`src/rtl/bsg_parallel_in_serial_out_buffered.sv`:
```
// Wide-to-narrow serializer: accepts els_p x width_p words and emits them one
// element per consumed beat, with one or two word buffers.
module bsg_parallel_in_serial_out_buffered #(
  parameter int width_p                 = 8,
  parameter int els_p                   = 4,
  parameter int hi_to_lo_p              = 0,
  parameter int use_minimal_buffering_p = 0
) (
  input  logic                     clk_i,
  input  logic                     reset_n_i,
  input  logic                     v_i,
  output logic                     ready_and_o,
  input  logic [els_p*width_p-1:0] data_i,
  output logic                     v_o,
  output logic [width_p-1:0]       data_o,
  output logic                     last_o,
  input  logic                     yumi_i
);

  localparam int                    n_lp        = (use_minimal_buffering_p != 0) ? 1 : 2;
  localparam int                    cnt_w_lp    = (els_p > 1) ? $clog2(els_p) : 1;
  localparam logic [cnt_w_lp-1:0]   last_cnt_lp = cnt_w_lp'(els_p - 1);
  localparam logic [1:0]            n_occ_lp    = 2'(n_lp);

  logic [els_p*width_p-1:0] buf_q [n_lp];
  logic [els_p*width_p-1:0] buf_d [n_lp];
  logic                     wptr_q, wptr_d;
  logic                     rptr_q, rptr_d;
  logic [1:0]               occ_q, occ_d;
  logic [cnt_w_lp-1:0]      cnt_q, cnt_d;
  logic [cnt_w_lp-1:0]      sel;
  logic [els_p*width_p-1:0] cur_word;
  logic                     push, pop, retire;

  // Input side: a word transfers when v_i & ready_and_o; output side: an element
  // transfers when yumi_i, which the consumer may raise only while v_o is high.
  // Both ready_and_o and v_o depend on registered occupancy alone.
  assign ready_and_o = (occ_q != n_occ_lp);
  assign v_o         = (occ_q != 2'd0);
  assign push        = v_i & ready_and_o;
  assign pop         = yumi_i & v_o;
  assign retire      = pop & (cnt_q == last_cnt_lp);
  assign last_o      = v_o & (cnt_q == last_cnt_lp);

  assign cur_word = buf_q[rptr_q];
  assign sel      = (hi_to_lo_p != 0) ? (last_cnt_lp - cnt_q) : cnt_q;

  always_comb begin
    data_o = '0;
    for (int k = 0; k < els_p; k++) begin
      if (sel == cnt_w_lp'(k)) data_o = cur_word[k*width_p +: width_p];
    end
  end

  always_comb begin
    buf_d  = buf_q;
    wptr_d = wptr_q;
    rptr_d = rptr_q;
    cnt_d  = cnt_q;
    occ_d  = occ_q;
    if (push) begin
      buf_d[wptr_q] = data_i;
      if (n_lp == 2) wptr_d = ~wptr_q;
    end
    if (pop) cnt_d = retire ? '0 : cnt_q + 1'b1;
    if (retire && (n_lp == 2)) rptr_d = ~rptr_q;
    // A push and a retire in the same cycle leave occupancy unchanged.
    case ({push, retire})
      2'b10:   occ_d = occ_q + 2'd1;
      2'b01:   occ_d = occ_q - 2'd1;
      default: occ_d = occ_q;
    endcase
  end

  always_ff @(posedge clk_i or negedge reset_n_i) begin
    if (!reset_n_i) begin
      wptr_q <= 1'b0;
      rptr_q <= 1'b0;
      occ_q  <= 2'd0;
      cnt_q  <= '0;
    end else begin
      wptr_q <= wptr_d;
      rptr_q <= rptr_d;
      occ_q  <= occ_d;
      cnt_q  <= cnt_d;
    end
  end

  // Word storage carries no reset; occupancy decides what is meaningful.
  always_ff @(posedge clk_i) begin
    buf_q <= buf_d;
  end

  yumi_requires_valid: assert property (@(posedge clk_i) disable iff (!reset_n_i) yumi_i |-> v_o);

endmodule

```
`config.mk`:
```
export PLATFORM = sky130hd
export DESIGN_NAME = bsg_parallel_in_serial_out_buffered
export DESIGN_NICKNAME = d
export VERILOG_FILES = /design/src/rtl/bsg_parallel_in_serial_out_buffered.sv
export SDC_FILE = /design/constraint.sdc
export NUM_CORES = 1
export LEC_CHECK = 0
export BUFFER_PORTS_ARGS = -buffer_cell sky130_fd_sc_hd__buf_4
export CAP_MARGIN = 40
export CELL_PAD_IN_SITES_DETAIL_PLACEMENT = 0
export CELL_PAD_IN_SITES_GLOBAL_PLACEMENT = 1
export CORE_ASPECT_RATIO = 1.75
export CORE_UTILIZATION = 45
export DETAILED_ROUTE_END_ITERATION = 6
export PLACE_DENSITY = 0.78
export SLEW_MARGIN = 20
export SYNTH_ARGS = -nofsm -noshare
export SYNTH_HDL_FRONTEND = slang
export SYNTH_SLANG_ARGS = --single-unit
```
`constraint.sdc`:
```
create_clock -name clk_i -period 5 [get_ports clk_i]
set_clock_uncertainty 0.2 [all_clocks]
set_input_delay 1 -clock clk_i [delete_from_list [all_inputs] [get_ports clk_i]]
set_output_delay 1 -clock clk_i [all_outputs]
set_load 0.05 [all_outputs]
```
==> metrics.csv, run 1 <==
metric,value,unit
IO buf count,46,
"Seq/Total Area, Yosys",0.714,
Starting Density,0.466,
final WL,5.31,mm
overall power,2.33,mW
clock root cell,clkbuf_8,
CP Buf/Inv Count,2,
clk slew on worst S/H paths,0.07,ns
synth unique cells,28,
Worst-Margin Slew,0.690,ns
max_cap viols,0,
beginning of the critical path,rptr_q$_DFFE_PN0P_,
Cells after DPL,274,
final hold vios,0,
DR iter-0 viols,55,
# IOs,47,
vias in the first global route,1615,
worst stage delay on the critical path,0.75,ns
Setup Crit Path Kind,flip-flop to primary output,
Total Neg Setup Slack,0,ns
CP required,3.80,ns
first-pass GRT wire length,8.19,mm
area delta synth->final,19.2,%
Ys Warns,0,
leakage dissipation,1.33,nW
outcome,"complete, no violations",
Worst Path Arrival,2.54,ns
worst IR drop on VDD,0.000489,V
worst hold path type,input pin to asynchronous set/reset pin,
core box area,0.00623,mm^2
Worst path slowest cell,dfrtp_1,
TritonCTS clock tree,done,
via count,1525,
routed vias/inst,5.26,
drt pass-1 iters,4,
die height,108,um
r2r startpoint,cnt_q[0]$_DFFE_PN0P_,
clk buf depth,2,
residual DRC count,0,
PwrDens,673,mW/mm^2
Post-CTS Hold Buffers,0,
layout cell share with drive strength beyond 1,0.414,
Post-Synthesis Cells,154,
GP Congestion,0.762,
grt ovf,0,
synthesized flop and latch total,70,
unrepaired setup endpoints after global routing,no,
total clock sinks,70,
initial antenna violation count,0,
Die Area,0.00679,mm^2
worst skew pair latency,0.33,ns
startpoint types,flip-flop,
Pins Over Slew Limit,0,
"delay-heaviest family, CP",flip-flops,
Mapped Nets,195,
largest net degree at the start of global routing,33,
syn avg cell area,18.8,um^2
total CTS buffers,9,
Cell Rows,38,
CTS resizes,0,
Die X,62.7,um
setup bufs post-CTS,0,
CP Cell Sequence,buf_4 > mux2_2 > a221oi_2 > a221oi_1 > buf_4,
H-tree levels,3,
post-route core utilization,0.555,
Wirelength per Cell,18.3,um
antenna-violating nets left,0,
Worst Path Max Fanout,21,
Final period util,0.748,
Max-slew headroom,0.539,
Mapped Area,0.00290,mm^2
Worst setup EP type,primary output,
NumNets Final,246,
number of diodes,0,
CP most frequent cell,buf_4,
Final min period,3.74,ns
Total GRT Usage,0.172,
fmax,267,MHz
final setup fails,0,
placed wire-length estimate,3.80,mm
Layout Cells excl Fill,290,
-- power breakdown --
| part | internal (mW) | switching, mW | leakage, nW | total, mW |
|---|---|---|---|---|
| Sequential | 0.806 | 0.0766 | 0.665 | 0.883 |
| Clock | 0.204 | 0.191 | 0.0898 | 0.394 |
| Combinational | 0.388 | 0.664 | 0.573 | 1.05 |
-- through the flow --
step | hold slack, ns | cell area, um^2 | setup slack [ns]
after global placement | 0.292 | 3280 | 1.65
after CTS | 0.240 | 3460 | 1.22
final | 0.257 | 3460 | 1.26
after floorplan | 0.260 | 2900 | 1.43
after global routing | 0.236 | 3460 | 1.15
after detailed placement | 0.306 | 3280 | 1.60
-- final timing paths --
| path | to | slack (ns) | depth (start not counted) |
|---|---|---|---|
| worst max-delay path | data_o[3] | 1.26 | 5 |
| worst min-delay path | occ_q[0]$_DFFE_PN0P_ | 0.26 | 1 |
| worst max register to register | occ_q[1]$_DFFE_PN0P_ | 2.82 | 6 |
| worst min register to register | wptr_q$_DFFE_PN0P_ | 0.32 | 1 |
| max in group asynchronous | cnt_q[0]$_DFFE_PN0P_ | 4.23 | 1 |
| min in group clk_i | wptr_q$_DFFE_PN0P_ | 0.32 | 1 |
-- synthesized netlist by cell type, drive strengths merged --
| cell | count | area [um^2] |
|---|---|---|
| nand2 | 1 | 3.75 |
| ha | 5 | 62.6 |
| a221oi | 16 | 165 |
| mux2i | 16 | 160 |
| nand2b | 1 | 6.26 |
| nor3 | 1 | 5.00 |
| edfxtp | 64 | 1920 |
| o21ai | 1 | 5.00 |
| o21a | 1 | 7.51 |
| and3 | 1 | 6.26 |
| dfrtp | 6 | 150 |
| mux2 | 17 | 221 |
| xor2 | 2 | 17.5 |
| nor2 | 2 | 7.51 |
| a21o | 1 | 7.51 |
| or2 | 2 | 12.5 |
| inv | 2 | 7.51 |
| xnor2 | 3 | 26.3 |
| clkbuf | 1 | 5.00 |
| and2 | 1 | 6.26 |
| nor2b | 2 | 12.5 |
| buf | 8 | 83.8 |
-- layout by cell type (no fill, tap or decap), types with 3 or more instances in the layout --
cell and count:
ha_1 5, edfxtp_1 64, mux2_4 8, xnor2_1 3, dfrtp_1 6, a221oi_2 4, clkbuf_8 11, a221oi_1 12
mux2i_1 16, buf_4 49, mux2_2 9
-- flip-flops by register name, indices dropped and copies added, names as in the netlist --
name	count
buf_q	64
occ_q	2
rptr_q	1
cnt_q	2
wptr_q	1
-- area by class of cell --
cell class / count / area [um^2]
fill: 506 / 2770
clock buffer: 12 / 155
timing repair buffer: 49 / 368
inverter: 2 / 7.51
tap: 80 / 100
multi-input combinational: 73 / 736
sequential: 70 / 2070
clock inverter: 4 / 21.3
-- metal layers --
layer / part of all wire / GRT usage
met5: 0 / 0
met4: 0.053 / 0.141
met3: 0.048 / 0.0485
met2: 0.55 / 0.297
met1: 0.35 / 0.170
-- cells by family after synthesis --
kind of cell | Yosys count | synth area share
AO/OA/AOI/OAI | 19 | 0.0638
XOR/XNOR | 5 | 0.0151
adder cells (fa/ha/maj) | 5 | 0.0216
buffers and inverters | 11 | 0.0332
flip-flops | 70 | 0.714
multiplexers | 33 | 0.132
AND/OR/NAND/NOR | 11 | 0.0207
No activity file was read; power rests on OpenSTA's default activity.
==> run 2, diff against run 1 <==
==> constraint.sdc (replaced) <==
create_clock -name clk_i -period 3.88 [get_ports clk_i]
set_clock_uncertainty 0.2 [all_clocks]
set_input_delay 0.776 -clock clk_i [delete_from_list [all_inputs] [get_ports clk_i]]
set_output_delay 0.776 -clock clk_i [all_outputs]
set_load 0.05 [all_outputs]
==> run 2 against run 1 <==
  * Critical path type unchanged
  * Highest routed layer unchanged
  * Critical endpoint is now data_o[1]
  * Total power grew 28%
  * First-iteration DRC count rose by 3.6%
  * Routed wire length fell by 0.64%
==> metrics.csv, run 2 (same netlist as run 1, synthesis figures left out) <==
metric,value,unit
post-route core utilization,0.554,
Total Neg Setup Slack,0,ns
Worst path slowest cell,nor2b_1,
max_cap viols,0,
largest net degree at the start of global routing,33,
startpoint types,flip-flop,
placed wire-length estimate,3.72,mm
worst IR drop on VDD,0.000572,V
CP Cell Sequence,inv_1 > ha_1 > nor2b_1 > a221oi_1 > a221oi_1 > buf_4,
area delta synth->final,19.0,%
H-tree levels,3,
Final WS setup,0.451,ns
core box area,0.00623,mm^2
final hold slack,0.0332,ns
setup bufs post-CTS,0,
beginning of the critical path,cnt_q[1]$_DFFE_PN0P_,
highest-count cells in the layout ignoring fill and taps,"64 x edfxtp_1, 48 x buf_4, 16 x mux2i_1",
TritonCTS clock tree,done,
number of diodes,0,
Layout Cells excl Fill,290,
initial antenna violation count,0,
Largest regs,"buf_q (64), cnt_q (2), occ_q (2)",
Worst setup EP type,primary output,
vias in the first global route,1638,
Die X,62.7,um
"commonest non-fill, non-tap cell in the layout",edfxtp_1,
Max-slew headroom,0.517,
Cells after DPL,274,
CP Buf/Inv Count,2,
GP Congestion,0.794,
max reg flops,64,
leakage dissipation,1.33,nW
IO buf count,46,
final hold vios,0,
Final min period,3.43,ns
Total GRT Usage,0.176,
die height,108,um
clk buf depth,2,
Setup Crit Path Kind,flip-flop to primary output,
final setup fails,0,
R2R cell count,7,
Cell Rows,38,
overall power,2.97,mW
Setup WS pre-CTS,0.858,ns
final WL,5.27,mm
worst skew pair latency,0.34,ns
CTS resizes,0,
outcome,"complete, no violations",
routed vias/inst,5.33,
total clock sinks,70,
"delay-heaviest family, CP",simple AND/OR/NAND/NOR gates,
NumNets Final,246,
clock root cell,clkbuf_8,
Worst Path Arrival,2.45,ns
CP required,2.90,ns
Pins Over Slew Limit,0,
Top reg by flops,buf_q,
fmax,292,MHz
DR iter-0 viols,57,
Die Area,0.00679,mm^2
Worst-Margin Slew,0.725,ns
worst hold path type,input pin to asynchronous set/reset pin,
"Cell Area, Placed",0.00330,mm^2
Starting Density,0.466,
total CTS buffers,9,
RR Endpoint,occ_q[1]$_DFFE_PN0P_,
CP endpoint,data_o[1],
CP most frequent cell,a221oi_1,
first-pass GRT wire length,8.29,mm
worst stage delay on the critical path,0.60,ns
drt pass-1 iters,4,
# IOs,47,
Final period util,0.884,
Post-CTS Hold Buffers,0,
design area,0.00345,mm^2
clk slew on worst S/H paths,0.06,ns
via count,1547,
antenna-violating nets left,0,
residual DRC count,0,
Wirelength per Cell,18.2,um
unrepaired setup endpoints after global routing,no,
FF-to-FF setup slack,1.75,ns
stages on the worst setup path,6,
layout cell share with drive strength beyond 1,0.414,
total of fill cells in the finished design,494,
r2r startpoint,cnt_q[0]$_DFFE_PN0P_,
PwrDens,860,mW/mm^2
grt ovf,0,
Worst Path Max Fanout,9,
-- run 2: report_power, final --
part	total [mW]	switching, mW	internal (mW)
clock	0.466	0.243	0.224
sequential	1.14	0.103	1.04
combinational	1.36	0.850	0.513
total	2.97	1.20	1.77
-- run 2: worst reg2reg max path, cell delays in order, from the launching register on --
cell	delay (ns)
dfrtp_1	0.42
ha_1	0.49
o21a_1	0.21
and2_1	0.17
ha_1	0.18
xnor2_1	0.13
nor2_1	0.07
xor2_1	0.14
-- run 2: metal layers --
layer  up-vias  global-route usage  wire [um]
met5         -                   0          0
met4         0               0.118        195
met3        13              0.0580        233
met2        43               0.311       2960
met1       776               0.174       1880
li1        715                   -          -
-- run 2: how the worst min path moves through the flow --
stage                                       to  cells after the start                from
after global routing      occ_q[1]$_DFFE_PN0P_                      1           reset_n_i
after floorplan             wptr_q$_DFFE_PN0P_                      1  wptr_q$_DFFE_PN0P_
final                       wptr_q$_DFFE_PN0P_                      1           reset_n_i
after global placement      wptr_q$_DFFE_PN0P_                      1  wptr_q$_DFFE_PN0P_
after detailed placement    wptr_q$_DFFE_PN0P_                      1  wptr_q$_DFFE_PN0P_
after CTS                 occ_q[1]$_DFFE_PN0P_                      1           reset_n_i
-- run 2: layout make-up --
class	instances	area, um^2	area share
Multi-Input combinational cell	73	736	0.213
Clock buffer	10	128	0.0370
Sequential cell	70	2070	0.600
Tap cell	80	100	0.0290
Inverter	2	7.51	0.00217
Clock inverter	6	28.8	0.00834
Timing Repair Buffer	49	380	0.110
